[config.mk]
export PLATFORM = sky130hd
export DESIGN_NAME = adiabatic_pclk_seq
export DESIGN_NICKNAME = d
export VERILOG_FILES = /design/src/rtl/adiabatic_pclk_seq.sv
export SDC_FILE = /design/constraint.sdc
export NUM_CORES = 1
export LEC_CHECK = 0
export BUFFER_PORTS_ARGS = -buffer_cell sky130_fd_sc_hd__buf_2
export CAP_MARGIN = 20
export CORE_MARGIN = 2
export CORE_UTILIZATION = 30
export DETAILED_ROUTE_END_ITERATION = 10
export HOLD_SLACK_MARGIN = 0.05
export PLACE_DENSITY = 0.54
export RECOVER_POWER = 100
export SYNTH_ARGS = -nofsm -noshare
export SYNTH_HDL_FRONTEND = slang
export SYNTH_SLANG_ARGS = --single-unit
[constraint.sdc]
create_clock -name clk -period 2.6 [get_ports clk]
set_input_delay 0.13 -clock clk [delete_from_list [all_inputs] [get_ports clk]]
set_output_delay 0.13 -clock clk [all_outputs]
set_load 0.02 [all_outputs]
[src/rtl/adiabatic_pclk_seq.sv]
// Four-phase trapezoidal power-clock sequencer with staggered start and graceful drain.
// Levels are a combinational decode of registered state; requests take effect on the next edge.
module adiabatic_pclk_seq #(
   parameter int STEPS = 4,
   parameter int CYC_W = 16,
   localparam int LW = $clog2(STEPS + 1),
   localparam int CW = $clog2(STEPS)
) (
   input  logic              clk,
   input  logic              rst_n,
   input  logic              start,
   input  logic              stop,
   output logic              busy,
   output logic              done,
   output logic [4*LW-1:0]   lvl,
   output logic [3:0]        hold_vld,
   output logic [CYC_W-1:0]  cyc_cnt
);

   localparam logic [1:0] S_IDLE  = 2'd0;
   localparam logic [1:0] S_RUN   = 2'd1;
   localparam logic [1:0] S_DRAIN = 2'd2;

   logic [1:0]       state, state_nxt;
   logic [1:0]       q, q_nxt;
   logic [CW-1:0]    cnt, cnt_nxt;
   logic [3:0]       armed, armed_nxt;
   logic [CYC_W-1:0] cyc_nxt;
   logic             done_nxt;
   logic             cnt_last;
   logic             draining;

   assign cnt_last = (cnt == CW'(STEPS - 1));
   // A stop seen in RUN already counts as draining on that edge, so no phase arms during the handover.
   assign draining = (state == S_DRAIN) || ((state == S_RUN) && stop);

   always_comb begin
      state_nxt = state;
      q_nxt     = q;
      cnt_nxt   = cnt;
      armed_nxt = armed;
      cyc_nxt   = cyc_cnt;
      done_nxt  = 1'b0;
      case (state)
         S_IDLE: begin
            if (start) begin
               state_nxt = S_RUN;
               q_nxt     = 2'd0;
               cnt_nxt   = '0;
               armed_nxt = 4'b0001;
               cyc_nxt   = '0;
            end
         end
         S_RUN, S_DRAIN: begin
            if (cnt_last) begin
               cnt_nxt = '0;
               q_nxt   = q + 2'd1;
               if (q == 2'd3) begin
                  cyc_nxt = cyc_cnt + 1'b1;
               end
            end else begin
               cnt_nxt = cnt + 1'b1;
            end
            if (!draining) begin
               if (cnt_last) begin
                  armed_nxt[q_nxt] = 1'b1;
               end
            end else begin
               // Park a phase only as it enters its wait quarter, so every trapezoid completes.
               for (int k = 0; k < 4; k++) begin
                  if (2'(q_nxt - 2'(k)) == 2'd3) begin
                     armed_nxt[k] = 1'b0;
                  end
               end
               if (armed_nxt == 4'b0000) begin
                  state_nxt = S_IDLE;
                  done_nxt  = 1'b1;
               end else begin
                  state_nxt = S_DRAIN;
               end
            end
         end
         default: begin
            state_nxt = S_IDLE;
            armed_nxt = 4'b0000;
         end
      endcase
   end

   always_ff @(posedge clk or negedge rst_n) begin
      if (!rst_n) begin
         state   <= S_IDLE;
         q       <= 2'd0;
         cnt     <= '0;
         armed   <= 4'b0000;
         cyc_cnt <= '0;
         done    <= 1'b0;
      end else begin
         state   <= state_nxt;
         q       <= q_nxt;
         cnt     <= cnt_nxt;
         armed   <= armed_nxt;
         cyc_cnt <= cyc_nxt;
         done    <= done_nxt;
      end
   end

   assign busy = (state != S_IDLE);

   for (genvar k = 0; k < 4; k++) begin : g_phase
      logic [1:0]    pk;
      logic [LW-1:0] lv;

      assign pk = q - 2'(k);

      always_comb begin
         lv = '0;
         if (armed[k]) begin
            case (pk)
               2'd0:    lv = LW'(cnt) + LW'(1);
               2'd1:    lv = LW'(STEPS);
               2'd2:    lv = LW'(STEPS - 1) - LW'(cnt);
               default: lv = '0;
            endcase
         end
      end

      assign lvl[k*LW +: LW] = lv;
      assign hold_vld[k]     = armed[k] && (pk == 2'd1);
   end

endmodule
# [Word-level counts from Yosys, hierarchy flattened]
# Index checks and enable logic that the tools add are counted.
[word_totals] register_bits=27 latchBits=0 ram_bits=0 romBits=0 input_bits=4 output_inout_bits=34 elab_cells=104 n_memories=0
[op_classes] add_sub_neg=11 n_mul=0 div_mod_pow=0 magnitude_cmp=2 eq_ne=21 shifts=0 mux=43 n_bitwise=1 reduce_logical=20
[ops] op="2-to-1 mux 16 bit" count=3
[ops] op="case mux 3 bit (3 select lines)" count=4
[ops] op="case mux 16 bit (2 select lines)" count=1
[ops] op="equality test 2 bit (second input constant)" count=11
[ops] op="adder 16 x 1 -> 16 bit (second input constant)" count=1
[ops] op="2-to-1 mux 1 bit" count=16
[ops] op="2-to-1 mux 2 bit" count=7
[ops] op="2-to-1 mux 3 bit" count=4
[ops] op="2-to-1 mux 4 bit" count=3
[ops] op="case mux 2 bit (2 select lines)" count=3
[ops] op="equality test 2 x 1 -> 1 bit (second input constant)" count=5
[ops] op="logical NOT 2 bit" count=5
[ops] op="inequality test 2 bit (second input constant)" count=4
[ops] op="case mux 4 bit (2 select lines)" count=1
[ops] op="subtractor 2 bit (second input constant)" count=4
[ops] op="logical AND 1 bit" count=6
[ops] op="AND reduction 2 bit" count=3
[ops] op="adder 2 x 1 -> 2 bit (second input constant)" count=2
[ops] op="logical NOT 4 bit" count=1
[ops] op="OR 4 bit" count=1
[ops] op="AND reduction 4 bit" count=1
[ops] op="nonzero test 2 bit" count=2
[ops] op="subtractor 2 x 1 -> 2 bit (second input constant)" count=2
[ops] op="adder 2 x 1 -> 3 bit (second input constant)" count=1
[ops] op="7 further kinds" count=7

# [Longest topological paths before layout]
# Gate-level depths: netlist (run 1).
[depth] ltp_word=12 mapped_depth=8 depth_no_buf=7

# [Least setup slack after synthesis (run 1)]
# Ideal clock, no wire load.
[synth_timing] kind="register to register" startpoint="register q[0]" endpoint="register state[1]" setup_time_ns=0.120 arrival_ns=1.807 t_required_ns=2.480 setup_slack_ns=0.673 path_stages_with_launch=8 synth_period_minus_slack_ns=1.927 cell_sequence="dfrtp_1 > buf_4 > inv_1 > ha_1 > mux2_2 > nor4_2 > nor3_1 > a31o_1"
[synth_between] elab_chain_len=12 elab_cells_between_ends=26 classes_between="4 x add/sub; 4 x eq/ne; 17 x mux; 1 x reduce/logical"
[synth_rtl] item="from (decl)" line_no="25" rtl="logic [1:0] q, q_nxt;"
[synth_rtl] item="from (signal assigned)" line_no="100" rtl="q <= q_nxt;"
[synth_rtl] item="adder 2 x 1 -> 2 bit" line_no="57" rtl="q_nxt = q + 2'd1;"
[synth_rtl] item="2-to-1 mux 2 bit (*)" line_no="55" rtl="if (cnt_last) begin"
[synth_rtl] item="2-to-1 mux 2 bit (*)" line_no="44" rtl="case (state)"
[synth_rtl] item="subtractor 2 x 1 -> 2 bit or subtractor 2 bit (tied branches)" line_no="71" rtl="if (2'(q_nxt - 2'(k)) == 2'd3) begin"
[synth_rtl] item="equality test 2 bit" line_no="71"
[synth_rtl] item="2-to-1 mux 1 bit" line_no="71"
[synth_rtl] item="2-to-1 mux 1 bit" line_no="64" rtl="if (!draining) begin"
[synth_rtl] item="2-to-1 mux 1 bit" line_no="44"
[synth_rtl] item="logical NOT 4 bit (*)" line_no="75" rtl="if (armed_nxt == 4'b0000) begin"
[synth_rtl] item="2-to-1 mux 2 bit (*)" line_no="75"
[synth_rtl] item="2-to-1 mux 2 bit (*)" line_no="64"
[synth_rtl] item="case mux 2 bit (2 select lines) (*)" line_no="44"
[synth_rtl] item="to (signal assigned)" line_no="99" rtl="state <= state_nxt;"
[synth_rtl] item="to (decl)" line_no="24" rtl="logic [1:0] state, state_nxt;"
# Every way passes the cells marked *; elsewhere a longest branch is shown, timed or not. The select of a mux whose other input is x is not followed.
# A chain may end at the register's enable or synchronous reset.

# [Worst setup path after layout (run 1)]
[layout_timing] startpoint="register state[1]" endpoint="register cyc_cnt[14]"
[layout_between] elab_chain_len=4 elab_cells_between_ends=10 classes_between="5 x eq/ne; 1 x mux; 4 x reduce/logical"
[layout_rtl] item="equality test 2 bit or equality test 2 x 1 -> 1 bit (tied branches)" line_no="44"
[layout_rtl] item="OR reduction 2 bit" line_no="44"
[layout_rtl] item="inequality test 2 bit (no source line) or nonzero test 2 bit (tied branches)"
[layout_rtl] item="AND reduction 4 bit (no source line)"
[layout_rtl] item="to (signal assigned)" line_no="103" rtl="cyc_cnt <= cyc_nxt;"
[layout_rtl] item="to (decl)" line_no="17" rtl="output logic [CYC_W-1:0] cyc_cnt"
# Several ways; a longest one is shown, not always the timed one.

==> metrics, run 1 <==
Area Overhead vs Synth 14.2%; initial antenna violation count 0; post-synthesis cell area 1950 um2; gr usage total 14.0%; max cap viols 1; Max stage delay on crit path 520 ps; endpoint class of the critical path register; DR iter-0 viols 98; GR Util met1 19.2%; Setup WS post-layout 479 ps; Post-synth ARST share 100%; Slew @ Worst Pin 1530 ps; Data required, critical path 2740 ps; Layout Nets 275; Skew-Pair Late Insertion Delay 280 ps; postcts setup bufs 0; die area 7160 um2; type of the tightest min-delay check in2reg; CTS Buf Count 3; Layout fillers 675; vias in the first global route 1641; RSZ-0062 raised after global routing false; number of core rows 29; Crit path arrival time 2260 ps; Crit Path Category reg2reg; Pre-antenna DRT Iters 4; Post-Syn Instances 216; CTS tree yes; met3 usage 2.26%; CP delay by family, top buffers and inverters; CP bufs+invs 3; busiest grt layer met2; CTS root buffer clkbuf_8; PwrDens 780 nW/um2; skew final 7.95 ps; max_slew headroom -2.29%; Routability Congestion 0.765; Max stage delay cell, worst path clkbuf_1; Clock Path Buffers 2; Period minus WS final 2120 ps; TNS Setup 0 ps; EDFF count, synth 0; DRT Wirelength 4710 um; share of cells above drive strength 1 8.27%; # setup viols final 0; failing checks max-capacitance violations, max-slew violations; syn_nets 236; Peak Freq 0.471 GHz; Synth cell types 48; Placeable Area 6310 um2; Hold Violations, Final 0; M2 GR Usage 22.5%; YS warnings 0; htree depth 1; Leak 0.887 nW; Port Buffers 37; share of the synthesized area in the top cell type 34.7%; Seq/Total Area, Yosys 34.7%; status finished with violations; worst-path cell chain inv_1 -> ha_1 -> buf_4 -> nor3_1 -> clkbuf_1 -> nor2_1; largest net degree at the start of global routing 28; clk slew on worst S/H paths 100 ps; Final period util 81.6%; critical path peak fanout 16; maximum vdd drop 0.000341 V; DRC 0; hold_buf cts 1; crit path launch type register; worst slack, placed 530 ps; first-pass GRT wire length 8110 um; Die Wd 84.6 um; Starting Density 30.9%; total power 0.00174 W; HPWL after DPL 3470 um; DR vias 1691; Syn Area/Cell 9.02 um2; ant diodes 0; Synth area leader dfrtp_1; die height 84.6 um; R2R Setup Slk 480 ps; CTS sink count 27; # IOs 38; Primary FF master, synth dfrtp_1; Via density 5.11; post-CTS resize count 0; Detail Route Antenna Nets 0; Final Slew Violations 28; mean routed wirelength per cell 14.2 um; grt total ovfl 0; synth top area cells dfrtp_1 35%, ha_1 10%, o21ai_0 4.9%; post-synthesis register bit count 27
[cell families after synthesis]
logic type | after synthesis | synth area share [%]
and+or+nand+nor | 92 | 25.9
AOI/OAI and AO/OA | 51 | 17.7
DFF | 27 | 34.7
buffers and inverters | 16 | 3.66
adders and majority gates | 16 | 10.3
xor gates and xnor gates | 11 | 5.91
muxes | 3 | 1.86
[registers in the layout (all words and copies together), names as in the netlist]
signal	count
done	1
cnt	2
cyc_cnt	16
q	2
state	2
armed	4
[placed cells by master (no fill, tap or decap), types with 2 or more instances in the layout]
master / n
xor2_1: 2
nand2_1: 18
nor2_1: 20
a21oi_1: 10
a32o_1: 2
a31oi_1: 2
nand4_1: 2
nand3_1: 10
nor4_1: 2
nor3b_1: 4
buf_4: 2
o21ai_0: 19
or3_1: 4
o31ai_1: 3
buf_2: 4
clkbuf_8: 3
dfrtp_1: 27
nor3_2: 3
and4_1: 2
nor3_1: 6
clkbuf_1: 35
and2_1: 6
a41oi_1: 2
nand2b_1: 6
a22oi_1: 4
xnor2_1: 8
ha_1: 16
and2_0: 2
inv_1: 9
[report_power, final]
part           total, W  switching, W  internal (W)  leakage, nW
Sequential     0.000560     0.0000862      0.000474        0.370
Combinational  0.000926      0.000607      0.000318        0.494
Clock          0.000250      0.000140      0.000110       0.0228
Total           0.00174      0.000833      0.000903        0.887
[stage by stage]
stage	hold WS [ps]	area (um2)	cells	utilization (%)
after CTS	210	2270	331	36.0
final	205	2230	331	35.3
after floorplan	-166	1950	216	-
after global placement	195	2220	326	35.1
after detailed placement	199	2220	326	35.1
after global routing	235	2230	331	35.3
[synthesized netlist by cell type, types with 2 or more instances]
library cell  instances
or3_1                 4
o21ai_0              19
nand4_1               2
ha_1                 16
buf_4                 2
xor2_1                2
buf_2                 3
a41oi_1               2
a32o_1                2
xnor2_1               8
nand2b_1              6
o31ai_1               3
nor3_2                3
a22oi_1               4
nor4_1                2
nor3b_1               4
and4_1                2
a21oi_1              10
inv_1                 9
dfrtp_1              27
nand2_1              18
nor2_1               20
and2_1                8
nand3_1              10
a31oi_1               2
nor3_1                6
[per-layer routing]
layer / wire [um] / part of all wire, %
met4: 63 / 1.3
met5: 0 / 0
met3: 257 / 5.5
met1: 2240 / 48
met2: 2150 / 46
[worst register-to-register path: stages (launching register included)]
cell	delay, ps
dfrtp_1	410
inv_1	110
ha_1	360
buf_4	220
nor3_1	230
clkbuf_1	520
nor2_1	120
[cell type report]
type	count	area [um2]	share of cell area, %
tap	77	96.3	4.33
inverter	9	33.8	1.52
sequential	27	676	30.4
timing repair buffer	41	173	7.76
multi-input combinational	173	1200	54.0
clock buffer	4	45.0	2.02
[path summary, 6_finish.rpt]
| path | depth (start not counted) | to | start |
|---|---|---|---|
| worst min-delay path | 3 | cyc_cnt[0]$_DFFE_PN0P_ | start |
| min in group asynchronous | 2 | cyc_cnt[8]$_DFFE_PN0P_ | rst_n |
| worst max-delay path | 6 | cyc_cnt[14]$_DFFE_PN0P_ | state[1]$_DFFE_PN0P_ |
| max in group asynchronous | 2 | cnt[1]$_DFFE_PN0P_ | rst_n |
| worst max register to register | 6 | cyc_cnt[14]$_DFFE_PN0P_ | state[1]$_DFFE_PN0P_ |
| worst min register to register | 2 | cyc_cnt[15]$_DFFE_PN0P_ | cyc_cnt[15]$_DFFE_PN0P_ |
(Power assumes the default switching activity.)
==> run 2: changes to the inputs <==
- clock period: 2.6 -> 2 ns (I/O delays scaled with it)
==> run 2 against run 1 <==
Net effect: the flow now finishes without violations; first-iteration DRC count is 34% lower; die area stayed put; largest power group unchanged; global-route usage is 0.082 points lower; sequential power is 29% higher; critical path type unchanged; sequential share of layout area is 1.7 points lower; utilization is 2.1 points higher; largest cell class unchanged; critical path depth stayed put; clock power is 30% higher.
==> metrics, run 2 (synthesized netlist as in run 1, its figures left out) <==
mean routed wirelength per cell 14.2 um (-0.48%); gr usage total 13.9% (-0.082 points); endpoint class of the critical path register; hold path depth 3 (unchanged); Final Slew Violations 0 (-100%); RSZ-0062 raised after global routing false; Final Core Density 37.4% (+2.1 points); Clock Path Buffers 2 (unchanged); skew final 3.56 ps (-4.39 ps); first-pass GRT wire length 8110 um (unchanged); vias in the first global route 1607 (-2.1%); Final Cell Area 2360 um2 (+6.1%); clock share of power 13.4% (-1.0 points); htree depth 1 (unchanged); maximum vdd drop 0.000465 V (+36%); part of the power in registers 29.9% (-2.4 points); Hold Violations, Final 0 (unchanged); Starting Density 30.9% (unchanged); CTS sink count 27 (unchanged); Leak 0.960 nW (+8.2%); status finished clean; Data required, critical path 2180 ps (-560 ps); share of cells above drive strength 1 18.1% (+9.8 points); CTS Buf Count 3 (unchanged); # setup viols final 0 (unchanged); crit path launch type register; Net Sw Frac 46.7% (-1.3 points); type of the tightest min-delay check in2reg; initial antenna violation count 0 (unchanged); Pre-antenna DRT Iters 4 (unchanged); DRC 0 (unchanged); max_slew headroom 57.9% (+60 points); max cap viols 0 (-1); number of core rows 29 (unchanged); grt total ovfl 0 (unchanged); PwrDens 1020 nW/um2 (+31%); Peak Freq 0.534 GHz (+13%); Die Wd 84.6 um (unchanged); Crit Path Category reg2reg; clk slew on worst S/H paths 100 ps (about the same); Psw 0.00112 W (+35%); Final period util 93.6% (+12 points); Routability Congestion 0.768 (+0.42%); most common cell after layout, fill and taps aside clkbuf_1; Layout fillers 676 (+0.15%); area taken by multi-input logic gates 1250 um2 (+3.6%); Gate power share 56.7% (+3.4 points); DR vias 1746 (+3.3%); HPWL after DPL 3520 um (+1.3%); Detail Route Antenna Nets 0 (unchanged); Crit path arrival time 2050 ps (-210 ps); die height 84.6 um (unchanged); CTS tree yes; Placeable Area 6310 um2 (unchanged); placed cell area 2290 um2 (+3.4%); worst hold margin 178 ps (-26.5 ps); ant diodes 0 (unchanged); largest net degree at the start of global routing 28 (unchanged); # IOs 38 (unchanged); Via density 5.11 (about the same); die area 7160 um2 (unchanged); TNS Setup 0 ps (unchanged); Slew @ Worst Pin 632 ps (-902 ps); DRT Wirelength 4840 um (+2.8%); largest reg by FF count cyc_cnt; max reg flops 16 (unchanged); Skew-Pair Late Insertion Delay 280 ps (about the same); Area Overhead vs Synth 21.1%; Internal 0.00129 W (+42%); R2R cell count 6 (unchanged); critical path peak fanout 7 (-9); CTS root buffer clkbuf_8; Layout Nets 286 (+4.0%); most frequent cells in the layout 28 x clkbuf_1, 26 x dfrtp_1, 20 x nor2_1; register area 677 um2 (+0.19%); Period minus WS final 1870 ps (-250 ps); DR iter-0 viols 65 (-34%); Port Buffers 37 (unchanged); largest registers cyc_cnt: 16 flops, armed: 4 flops
run 2: cell type report:
cell class	instances	share of cell area, %
multi-input cells	173	52.8
flip-flops and latches	27	28.7
repair buffers	52	11.1
well taps	77	4.08
clock buffers	3	1.75
inverters	9	1.43
clock inverters	1	0.212
run 2: per-stage QoR:
step / setup WS (ps) / std cells / power (W)
after floorplan: 73.1 / 216 / 0.00164
final: 129 / 342 / 0.00241
after global placement: 12.8 / 336 / 0.00203
after global routing: 14.9 / 342 / 0.00262
after CTS: 25.8 / 341 / 0.00237
after detailed placement: 67.7 / 336 / 0.00203
run 2: worst max-delay path, stage by stage (launching register included):
cell and delay (ps):
dfrtp_2 470, ha_2 250, xnor2_4 220, mux2_4 330, nor4_2 200, nor3_2 90
a31o_1 210
run 2: path summary, 6_finish.rpt:
kind | from | endpoint | slack, ps
min in group asynchronous | rst_n | cyc_cnt[6]$_DFFE_PN0P_ | 370
worst min-delay path | start | cyc_cnt[0]$_DFFE_PN0P_ | 180
worst max register to register | cnt[0]$_DFFE_PN0P_ | state[1]$_DFFE_PN0P_ | 130
max in group asynchronous | rst_n | cnt[0]$_DFFE_PN0P_ | 1190
worst min register to register | cyc_cnt[15]$_DFFE_PN0P_ | cyc_cnt[15]$_DFFE_PN0P_ | 560
worst max-delay path | cnt[0]$_DFFE_PN0P_ | state[1]$_DFFE_PN0P_ | 130
run 2: power groups by stage:
| stage | sequential (W) | clock, W | combinational, W |
|---|---|---|---|
| floorplan | 0.000704 | 0 | 0.000935 |
| global placement | 0.000723 | 0 | 0.00131 |
| detailed placement | 0.000727 | 0 | 0.00130 |
| CTS | 0.000716 | 0.000336 | 0.00131 |
| global route | 0.000731 | 0.000354 | 0.00154 |
| finish | 0.000720 | 0.000324 | 0.00137 |
run 2: timing repair:
| action | CTS | global route |
|---|---|---|
| endpoints found under the setup margin | 0 | 12 |
| setup buffers | 0 | 1 |
| hold buffers | 1 | 0 |
| gates resized for setup | 0 | 12 |
| hold endpoints to repair | 27 | 0 |
run 2: metal layers:
metal  track usage (%)  routed length (um)
met1              20.0                2400
met2              22.0                2110
met3              1.57                 271
met4              3.90                  67
met5                 0                   0
==> run 3: changes to the inputs <==
- CELL_PAD_IN_SITES_DETAIL_PLACEMENT: not set -> 1
- CELL_PAD_IN_SITES_GLOBAL_PLACEMENT: not set -> 1
- PLACE_DENSITY: 0.54 -> 0.66
==> run 3 against run 2 <==
Net effect: final area decreased by 0.37%; clock skew increased by 3.7 ps; critical path type unchanged; count of clock-buffer cells in the layout unchanged; wire length increased by 11%.
==> metrics, run 3 (synthesized netlist as in run 1, its figures left out) <==
DR vias 1765 (+1.1%); CTS tree yes; largest registers cyc_cnt: 16 flops, armed: 4 flops; area taken by multi-input logic gates 1210 um2 (-2.7%); share of cells above drive strength 1 17.9% (-0.20 points); Area Overhead vs Synth 20.7%; Max stage delay cell, worst path dfrtp_1; Via density 5.12 (+0.21%); Routability Congestion 0.729 (-5.1%); CTS Buf Count 3 (unchanged); largest reg by FF count cyc_cnt; status finished clean; Data required, critical path 2180 ps (about the same); vias in the first global route 1793 (+12%); Peak Freq 0.523 GHz (-2.2%); endpoint class of the critical path register; skew final 7.24 ps (+3.68 ps); Leak 0.979 nW (+2.0%); gr usage total 15.7% (+1.8 points); CTS root buffer clkbuf_8; Starting Density 30.9% (unchanged); DR iter-0 viols 58 (-11%); critical path peak fanout 7 (unchanged); clk slew on worst S/H paths 100 ps (about the same); PwrDens 1040 nW/um2 (+1.6%); max cap viols 0 (unchanged); Period minus WS final 1910 ps (+42.3 ps); max_slew headroom 56.6% (-1.2 points); mean routed wirelength per cell 15.6 um (+10%); Clock Path Buffers 2 (unchanged); Layout Nets 289 (+1.0%); type of the tightest min-delay check in2reg; clock share of power 13.6% (+0.2 points); crit path launch type register; first-pass GRT wire length 9090 um (+12%); largest net degree at the start of global routing 28 (unchanged); Die Wd 84.6 um (unchanged); Final period util 95.7% (+2.1 points); Port Buffers 37 (unchanged); # IOs 38 (unchanged); # setup viols final 0 (unchanged); HPWL after DPL 4010 um (+14%); most common cell after layout, fill and taps aside clkbuf_1; Max stage delay on crit path 460 ps (about the same); initial antenna violation count 0 (unchanged); part of the power in registers 29.7% (-0.2 points); worst hold margin 164 ps (-14.4 ps); ant diodes 0 (unchanged); Pre-antenna DRT Iters 4 (unchanged); TNS Setup 0 ps (unchanged); die area 7160 um2 (unchanged); Crit Path Category reg2reg; Net Sw Frac 47.2% (+0.50 points); Internal 0.00129 W (+0.27%); Crit path arrival time 2090 ps (+40 ps); Skew-Pair Late Insertion Delay 290 ps (about the same); Detail Route Antenna Nets 0 (unchanged); Final Slew Violations 0 (unchanged); RSZ-0062 raised after global routing true; htree depth 1 (unchanged); grt total ovfl 0 (unchanged); most frequent cells in the layout 27 x clkbuf_1, 26 x dfrtp_1, 20 x nor2_1; Placeable Area 6310 um2 (unchanged); Layout fillers 775 (+15%); worst-path cell chain inv_1 -> ha_1 -> mux2_2 -> nand2b_1 -> nor4_1 -> nor3_2 -> a31o_1; register area 677 um2 (unchanged); die height 84.6 um (unchanged); Gate power share 56.7% (about the same); Slew @ Worst Pin 650 ps (+18.5 ps); DRT Wirelength 5390 um (+11%); CTS sink count 27 (unchanged); number of core rows 29 (unchanged); DRC 0 (unchanged); Psw 0.00115 W (+2.3%); maximum vdd drop 0.000388 V (-17%); max reg flops 16 (unchanged); Hold Violations, Final 0 (unchanged)
## run 3: critical path, delay by kind of cell, from the launching register on
kind | cells | cell delay [ps]
simple gates | 3 | 470
mux | 1 | 250
flops | 1 | 460
compound gates | 1 | 220
buf+inv | 1 | 100
fa+ha+maj | 1 | 310
## run 3: path summary, 6_finish.rpt
kind	startpoint	end	slack (ps)	depth (start not counted)
worst min register to register	cyc_cnt[15]$_DFFE_PN0P_	cyc_cnt[15]$_DFFE_PN0P_	570	2
worst max register to register	q[1]$_DFFE_PN0P_	state[1]$_DFFE_PN0P_	90	7
max in group asynchronous	rst_n	cnt[0]$_DFFE_PN0P_	1170	2
min in group asynchronous	rst_n	cyc_cnt[4]$_DFFE_PN0P_	360	2
worst min-delay path	start	cyc_cnt[0]$_DFFE_PN0P_	160	3
worst max-delay path	q[1]$_DFFE_PN0P_	state[1]$_DFFE_PN0P_	90	7
## run 3: cell type report
cell class                 instances  share of cell area (%)
inverter                           9                    1.44
multi-input combinational        173                    51.5
clock inverter                     1                   0.319
tap                               77                    4.10
clock buffer                       3                    1.76
sequential                        27                    28.8
timing repair buffer              55                    12.1
## run 3: routing by layer
metal	wire length [um]	up-vias	global-route usage, %	part of all wire (%)
met2	2600	22	26.6	48
met5	0	-	0	0
met1	2590	861	21.0	48
met3	164	5	2.75	3.0
met4	40	0	3.46	0.74
li1	-	877	-	-
## run 3: timing repair
item                                    CTS  global route
hold buffers                              1             0
resized for setup                         1             3
setup buffers                             0             1
endpoints found under the hold margin    27             0
endpoints found under the setup margin    2             9
pin swaps                                 0             1
## run 3: power groups by stage
stage | Clock [W] | Combinational, W | Sequential [W]
floorplan | 0 | 0.000935 | 0.000704
global placement | 0 | 0.00136 | 0.000737
detailed placement | 0 | 0.00138 | 0.000740
CTS | 0.000344 | 0.00140 | 0.000729
global route | 0.000370 | 0.00153 | 0.000743
finish | 0.000332 | 0.00138 | 0.000725
## run 3: stage by stage
stage	worst slack [ps]	cell area [um2]	instances	total power (W)	util (%)
after detailed placement	-49.1	2310	339	0.00211	36.6
final	86.4	2350	345	0.00244	37.3
after floorplan	73.1	1950	216	0.00164	-
after global routing	-45.0	2350	345	0.00264	37.3
after CTS	9.54	2380	344	0.00247	37.7
after global placement	-24.6	2310	339	0.00209	36.6
